**config.mk**
```make
export PLATFORM = sky130hd
export DESIGN_NAME = ipv4_hdr_csum_insert
export DESIGN_NICKNAME = d
export VERILOG_FILES = /design/src/rtl/ipv4_hdr_pkg.sv /design/src/rtl/ipv4_csum_acc.sv /design/src/rtl/ipv4_hdr_csum_insert.sv
export SDC_FILE = /design/constraint.sdc
export NUM_CORES = 1
export LEC_CHECK = 0
export BUFFER_PORTS_ARGS = -buffer_cell sky130_fd_sc_hd__buf_2
export CAP_MARGIN = 20
export CELL_PAD_IN_SITES_DETAIL_PLACEMENT = 2
export CELL_PAD_IN_SITES_GLOBAL_PLACEMENT = 2
export CORE_UTILIZATION = 35
export DETAILED_ROUTE_END_ITERATION = 7
export GPL_ROUTABILITY_DRIVEN = 0
export MAX_ROUTING_LAYER = met4
export PLACE_DENSITY = 0.83
export SYNTH_ARGS = -nofsm -noshare
export SYNTH_HDL_FRONTEND = slang
export SYNTH_SLANG_ARGS = --single-unit
```
**constraint.sdc**
```tcl
create_clock -name clk -period 4.9 [get_ports clk]
set_input_delay 0 -clock clk [delete_from_list [all_inputs] [get_ports clk]]
set_output_delay 0 -clock clk [all_outputs]
set_load 0.01 [all_outputs]
```
**src/rtl/ipv4_hdr_pkg.sv**
```systemverilog
// rtl/ipv4_hdr_pkg.sv - shared types, constants and checksum fold for the IPv4 header checksum inserter
//
// Purpose: FSM state encoding, fixed header field positions and the
// ones'-complement end-around-carry fold used by the accumulator.
// Ports: none (package).
package ipv4_hdr_pkg;

  typedef enum logic [1:0] {
    S_LOAD = 2'd0,
    S_FOLD = 2'd1,
    S_SEND = 2'd2
  } state_e;

  // Header word holding the checksum in its low 16 bits.
  localparam int          CHKSUM_WORD_IDX = 2;
  localparam logic [3:0]  IPV4_VERSION    = 4'd4;

  // Two end-around-carry folds are enough: the accumulator never exceeds
  // 21 bits, so the first fold leaves at most a single carry into bit 16.
  function automatic logic [15:0] ones_fold(input logic [31:0] acc);
    logic [16:0] s1;
    logic [16:0] s2;
    s1 = {1'b0, acc[15:0]} + {1'b0, acc[31:16]};
    s2 = {1'b0, s1[15:0]} + {16'd0, s1[16]};
    return s2[15:0];
  endfunction

endpackage

```
**src/rtl/ipv4_csum_acc.sv**
```systemverilog
// rtl/ipv4_csum_acc.sv - ones'-complement checksum accumulator with fold output
//
// Purpose: sums the two 16-bit halves of each accepted header word, with the
// low half optionally forced to zero (checksum field), and presents the
// 16-bit folded sum of everything accumulated so far.
// Ports:
//   clk, reset    clock and synchronous active-high reset
//   clr           clear the accumulator (takes priority over add)
//   add_en        add hi + (lo_mask ? 0 : lo) this cycle
//   hi, lo        upper / lower halves of the header word
//   lo_mask       treat lo as zero
//   fold_sum      folded 16-bit ones'-complement sum of the accumulator
module ipv4_csum_acc
  import ipv4_hdr_pkg::*;
#(
  parameter int ACC_W = 20
) (
  input  logic        clk,
  input  logic        reset,
  input  logic        clr,
  input  logic        add_en,
  input  logic [15:0] hi,
  input  logic [15:0] lo,
  input  logic        lo_mask,
  output logic [15:0] fold_sum
);

  logic [ACC_W-1:0] acc_q;
  logic [ACC_W-1:0] acc_d;
  logic [15:0]      lo_eff;

  always_comb begin
    lo_eff = lo_mask ? 16'd0 : lo;
    acc_d  = acc_q;
    if (clr) begin
      acc_d = '0;
    end else if (add_en) begin
      acc_d = acc_q + ACC_W'(hi) + ACC_W'(lo_eff);
    end
  end

  always_ff @(posedge clk) begin
    if (reset) begin
      acc_q <= '0;
    end else begin
      acc_q <= acc_d;
    end
  end

  assign fold_sum = ones_fold(32'(acc_q));

endmodule

```
**src/rtl/ipv4_hdr_csum_insert.sv**
```systemverilog
// rtl/ipv4_hdr_csum_insert.sv - buffers one IPv4 header, computes and inserts its checksum
//
// Purpose: loads HDR_WORDS header words, folds the running sum in one cycle,
// writes the checksum into word 2 bits [15:0] and replays the header.
// Optional build macro IPV4_HDR_CHECK_EN: checks version/IHL of word 0 and
// drops bad headers, pulsing hdr_drop instead of sending.
// Ports:
//   clk, reset                     clock, synchronous active-high reset
//   in_valid, in_ready, in_data    header word input stream
//   out_valid, out_ready,
//   out_data, out_last             header word output stream
//   chksum                         checksum of the last completed header
//   hdr_drop (IPV4_HDR_CHECK_EN)   one-cycle pulse when a header is dropped
module ipv4_hdr_csum_insert
  import ipv4_hdr_pkg::*;
#(
  parameter int HDR_WORDS = 5,
  parameter int ACC_W     = 20
) (
  input  logic        clk,
  input  logic        reset,
  input  logic        in_valid,
  output logic        in_ready,
  input  logic [31:0] in_data,
  output logic        out_valid,
  input  logic        out_ready,
  output logic [31:0] out_data,
  output logic        out_last,
  output logic [15:0] chksum
`ifdef IPV4_HDR_CHECK_EN
  ,
  output logic        hdr_drop
`endif
);

  localparam logic [3:0] LAST_IDX = 4'(HDR_WORDS - 1);

  state_e      state_q, state_d;
  logic [3:0]  cnt_q, cnt_d;
  logic [15:0] chksum_q, chksum_d;
  logic [31:0] hdr_buf_q [HDR_WORDS];
  logic [31:0] hdr_buf_d [HDR_WORDS];
  logic [31:0] cur_word;

  logic        acc_clr;
  logic        acc_add;
  logic        lo_mask;
  logic [15:0] fold_sum;

`ifdef IPV4_HDR_CHECK_EN
  logic        drop_q, drop_d;
`endif

  ipv4_csum_acc #(
    .ACC_W (ACC_W)
  ) u_acc (
    .clk      (clk),
    .reset    (reset),
    .clr      (acc_clr),
    .add_en   (acc_add),
    .hi       (in_data[31:16]),
    .lo       (in_data[15:0]),
    .lo_mask  (lo_mask),
    .fold_sum (fold_sum)
  );

  // Word currently addressed by the counter; a loop avoids an index whose
  // width does not match the buffer depth.
  always_comb begin
    cur_word = 32'd0;
    for (int i = 0; i < HDR_WORDS; i++) begin
      if (cnt_q == 4'(i)) begin
        cur_word = hdr_buf_q[i];
      end
    end
  end

  always_comb begin
    state_d   = state_q;
    cnt_d     = cnt_q;
    chksum_d  = chksum_q;
    hdr_buf_d = hdr_buf_q;
    acc_clr   = 1'b0;
    acc_add   = 1'b0;
    lo_mask   = 1'b0;
    in_ready  = 1'b0;
    out_valid = 1'b0;
    out_data  = 32'd0;
    out_last  = 1'b0;
`ifdef IPV4_HDR_CHECK_EN
    drop_d    = drop_q;
    hdr_drop  = 1'b0;
`endif

    case (state_q)
      S_LOAD: begin
        in_ready = 1'b1;
        if (in_valid) begin
          for (int i = 0; i < HDR_WORDS; i++) begin
            if (cnt_q == 4'(i)) begin
              hdr_buf_d[i] = in_data;
            end
          end
          acc_add = 1'b1;
          // The stale checksum field must not contribute to the sum.
          lo_mask = (cnt_q == 4'(CHKSUM_WORD_IDX));
`ifdef IPV4_HDR_CHECK_EN
          if (cnt_q == 4'd0) begin
            drop_d = (in_data[31:28] != IPV4_VERSION) ||
                     (in_data[27:24] != 4'(HDR_WORDS));
          end
`endif
          cnt_d = cnt_q + 4'd1;
          if (cnt_q == LAST_IDX) begin
            state_d = S_FOLD;
          end
        end
      end

      S_FOLD: begin
        acc_clr = 1'b1;
        cnt_d   = 4'd0;
`ifdef IPV4_HDR_CHECK_EN
        if (drop_q) begin
          hdr_drop = 1'b1;
          drop_d   = 1'b0;
          state_d  = S_LOAD;
        end else
`endif
        begin
          chksum_d = ~fold_sum;
          hdr_buf_d[CHKSUM_WORD_IDX][15:0] = ~fold_sum;
          state_d = S_SEND;
        end
      end

      S_SEND: begin
        out_valid = 1'b1;
        out_data  = cur_word;
        out_last  = (cnt_q == LAST_IDX);
        if (out_ready) begin
          if (cnt_q == LAST_IDX) begin
            cnt_d   = 4'd0;
            state_d = S_LOAD;
          end else begin
            cnt_d = cnt_q + 4'd1;
          end
        end
      end

      default: begin
        state_d = S_LOAD;
        cnt_d   = 4'd0;
      end
    endcase
  end

  always_ff @(posedge clk) begin
    if (reset) begin
      state_q  <= S_LOAD;
      cnt_q    <= 4'd0;
      chksum_q <= 16'd0;
      for (int i = 0; i < HDR_WORDS; i++) begin
        hdr_buf_q[i] <= 32'd0;
      end
`ifdef IPV4_HDR_CHECK_EN
      drop_q   <= 1'b0;
`endif
    end else begin
      state_q   <= state_d;
      cnt_q     <= cnt_d;
      chksum_q  <= chksum_d;
      hdr_buf_q <= hdr_buf_d;
`ifdef IPV4_HDR_CHECK_EN
      drop_q    <= drop_d;
`endif
    end
  end

  assign chksum = chksum_q;

endmodule
```
==> flow_summary.yaml <==
sta:
  min_period_over_period_pct: 93.90
  setup_violations: 0
  fin_hold_ws_ps: 360.6
  finalCriticalPeriod_ps: 4601
  hold_viol: 0
  worst_pin_slew_ps: 1149
  relSlewSlack_pct: 23.42
  max_freq_mhz: 217.3
  finalClockSkew_ps: 10.62
  slew_viol_final: 0
  rsz0062_at_grt: "no"
  tns_ps: 0
global_routing:
  gr-usage-met2_pct: 50.59
  grt_max_degree: 95
  grt_pass1_vias: 11540
  globalRouteOverflowTotal: 0
  grt_pass1_wl_mm: 67.50
  gr-usage-met3_pct: 4.001
  grt.busiest_layer: "met2"
  antenna_found_initial: 1
  grt_util_all_layers_pct: 29.74
  met1_usage_pct: 35.60
route:
  drtAntennaViolNets: 0
  dr.first_iter.drc_count: 650
  wl_per_cell_um: 23.84
  wl_mm: 42.98
  drt_pre_antenna_iters: 5
  viasPerCell: 5.849
  drc_errors: 0
  num_vias: 10550
pwr:
  peakVddDrop_mv: 0.2301
  pwr_density_cell_mw_per_mm2: 426.7
  leakage_nw: 4.475
die:
  num_io_pins: 87
  fp.dieArea_mm2: 0.02976
  die_h_um: 172.5
  core_mm2: 0.02863
  rows: 62
  die_x_um: 172.5
  initial_utilization_pct: 35.55
setup_path:
  crit_path_end_kind: "flop"
  start_kind: "flop"
  cp.required_ps: 5350
  critPathKind: "flop to flop"
  crit_top_cell: "and2_1"
  crit_chain: "inv_1 > ha_1 > and2_1 > nand2_1 > buf_4 > and2_1 > fa_1 > ha_1 > and2_1 > a221o_1 > o311ai_1 > o22ai_1 > a31oi_1 > o21ai_0 > a21oi_1"
  cpPeakStageDelay_ps: 470
  critical_path.max_fanout: 18
  cpMaxStageDelayCell: "o311ai_1"
  cp.arrival_ps: 5050
synth:
  synthFlopType: "dfxtp_1"
  synthTopCellsByArea: "dfxtp_1 (40%), nand2_1 (13%), a21oi_1 (9.4%)"
  synth_compound_area_share_pct: 21.51
  synthAdderAreaFrac_pct: 6.739
  muxShareOfSynthArea_pct: 0
  yosys.area_share.simple_pct: 25.17
  synth_top_family_by_area: "simple AND/OR/NAND/NOR gates"
  ys_ff_latch: 202
  synth_edf_count: 0
  synth_cells: 1335
  syn-num-nets: 1415
  async_flop_share_pct: 0
  synth-seq-area-share_pct: 39.74
  ys_warn_count: 0
  yosys.area.top_type: "dfxtp_1"
  synth_area_per_cell_um2: 7.622
  yosysUniqueCellTypes: 61
  synth_xor_area_share_pct: 2.755
  syn_area_mm2: 0.01017
  netlist.area_leader.share_pct: 39.74
hold_path:
  hp-class: "primary input to flop"
place:
  port_buffers: 86
  dpl_cell_area_mm2: 0.01089
  hpwl_mm: 27.11
cts:
  clockRootBuffer: "clkbuf_16"
  clkTransAtPathRegs_ps: 60
  cts_buffers: 25
  cts_max_level: 1
  cts_tree: "built"
  cts_buffer_depth: 3
  post_cts_resized: 0
  clock_latency_ps: 530
  cts_num_sinks: 202
final_layout:
  final_cell_area_mm2: 0.01205
  area_growth_pct: 18.41
  nets: 1482
  num_antenna_cells: 0
  drive_above_1_share_pct: 11.84
run:
  maxCapViolCount: 0
run_status:
  status: "finished, final reports clean"
-- path summary, 6_finish.rpt --
check	to	cells past startpoint	slack (ps)	from
worst max register to register	u_acc.acc_q[17]$_SDFFE_PP0P_	15	300	cnt_q[0]$_SDFFE_PP0P_
worst min-delay path	hdr_buf_q[121]$_SDFFE_PP0P_	4	360	in_data[25]
worst min register to register	hdr_buf_q[45]$_SDFFE_PP0P_	2	460	hdr_buf_q[45]$_SDFFE_PP0P_
worst max-delay path	u_acc.acc_q[17]$_SDFFE_PP0P_	15	300	cnt_q[0]$_SDFFE_PP0P_
-- area by class of cell --
class / count / area [um2]
Inverter: 12 / 45.04
Tap cell: 384 / 480.5
Multi-Input combinational cell: 1023 / 5757
Sequential cell: 202 / 4044
Clock buffer: 37 / 740.7
Fill cell: 3246 / 16580
Timing Repair Buffer: 138 / 914.6
Clock inverter: 7 / 66.31
-- stage by stage --
step                power (mW)  cells  utilization (%)  worst slack (ps)
floorplan                2.844   1335                -             858.1
global placement         3.209   1724            38.05             609.6
detailed placement       3.272   1724            38.05             395.3
CTS                      5.146   1803            42.09             318.8
global route             5.377   1803            42.09             17.81
finish                   5.141   1803            42.09             299.1
-- sequential cells by signal (all words and copies together), names as in the netlist --
name and count:
chksum 16, cnt_q 4, state_q 2, u_acc.acc_q 20
hdr_buf_q 160
-- cell usage in the layout, fill, tap and decap left out, types with 18 or more instances in the layout --
| cell type | n |
|---|---|
| xnor2_1 | 20 |
| and2_1 | 20 |
| a221oi_1 | 64 |
| nor3_1 | 43 |
| dfxtp_1 | 202 |
| buf_2 | 85 |
| nor2_1 | 118 |
| nand2_1 | 356 |
| dlygate4sd3_1 | 35 |
| ha_1 | 26 |
| fa_1 | 18 |
| clkbuf_16 | 25 |
| a21oi_1 | 192 |
| o21ai_0 | 19 |
-- cells by family (layout without fill, tap and decap cells) --
family          Yosys count  count (layout)
compound gates          340             340
buf+inv                 110             194
fa+ha+maj                44              44
simple gates            607             607
flops                   202             202
xor+xnor                 32              32
-- worst max-delay path, delay by kind of cell, from the launching register on --
kind	cells	cell delay, ps
adders and majority gates	3	1000
DFF	1	420
buffers and inverters	2	440
and+or+nand+nor	4	900
AOI/OAI and AO/OA	6	1740
-- routing by layer --
layer / routed length, um / part of all wire (%) / vias to the layer above
met4: 1364 / 3.2 / 0
li1: - / - / 4727
met1: 18290 / 43 / 5438
met5: 0 / 0 / -
met2: 21180 / 49 / 301
met3: 2144 / 5.0 / 80
-- synthesized netlist by cell type (all sizes together), types with 6 or more instances --
| cell type | n |
|---|---|
| a21oi | 192 |
| dfxtp | 202 |
| nor3 | 44 |
| xor2 | 12 |
| nand3 | 15 |
| ha | 26 |
| clkbuf | 92 |
| o21ai | 21 |
| buf | 6 |
| a21o | 6 |
| and2 | 24 |
| nand2b | 11 |
| fa | 18 |
| inv | 12 |
| a221oi | 64 |
| and3 | 9 |
| nand2 | 357 |
| xnor2 | 20 |
| a211oi | 15 |
| nor2 | 123 |
-- power by group --
part           switching, mW  internal [mW]
Sequential             0.158           1.74
Clock                  0.749           1.09
Combinational          0.845          0.558
-- repair_timing --
item                      in CTS  in global routing
hold buffers                  35                  0
hold endpoints to repair     167                  0
setup buffers                  0                  0
No activity file was read; power rests on OpenSTA's default activity.
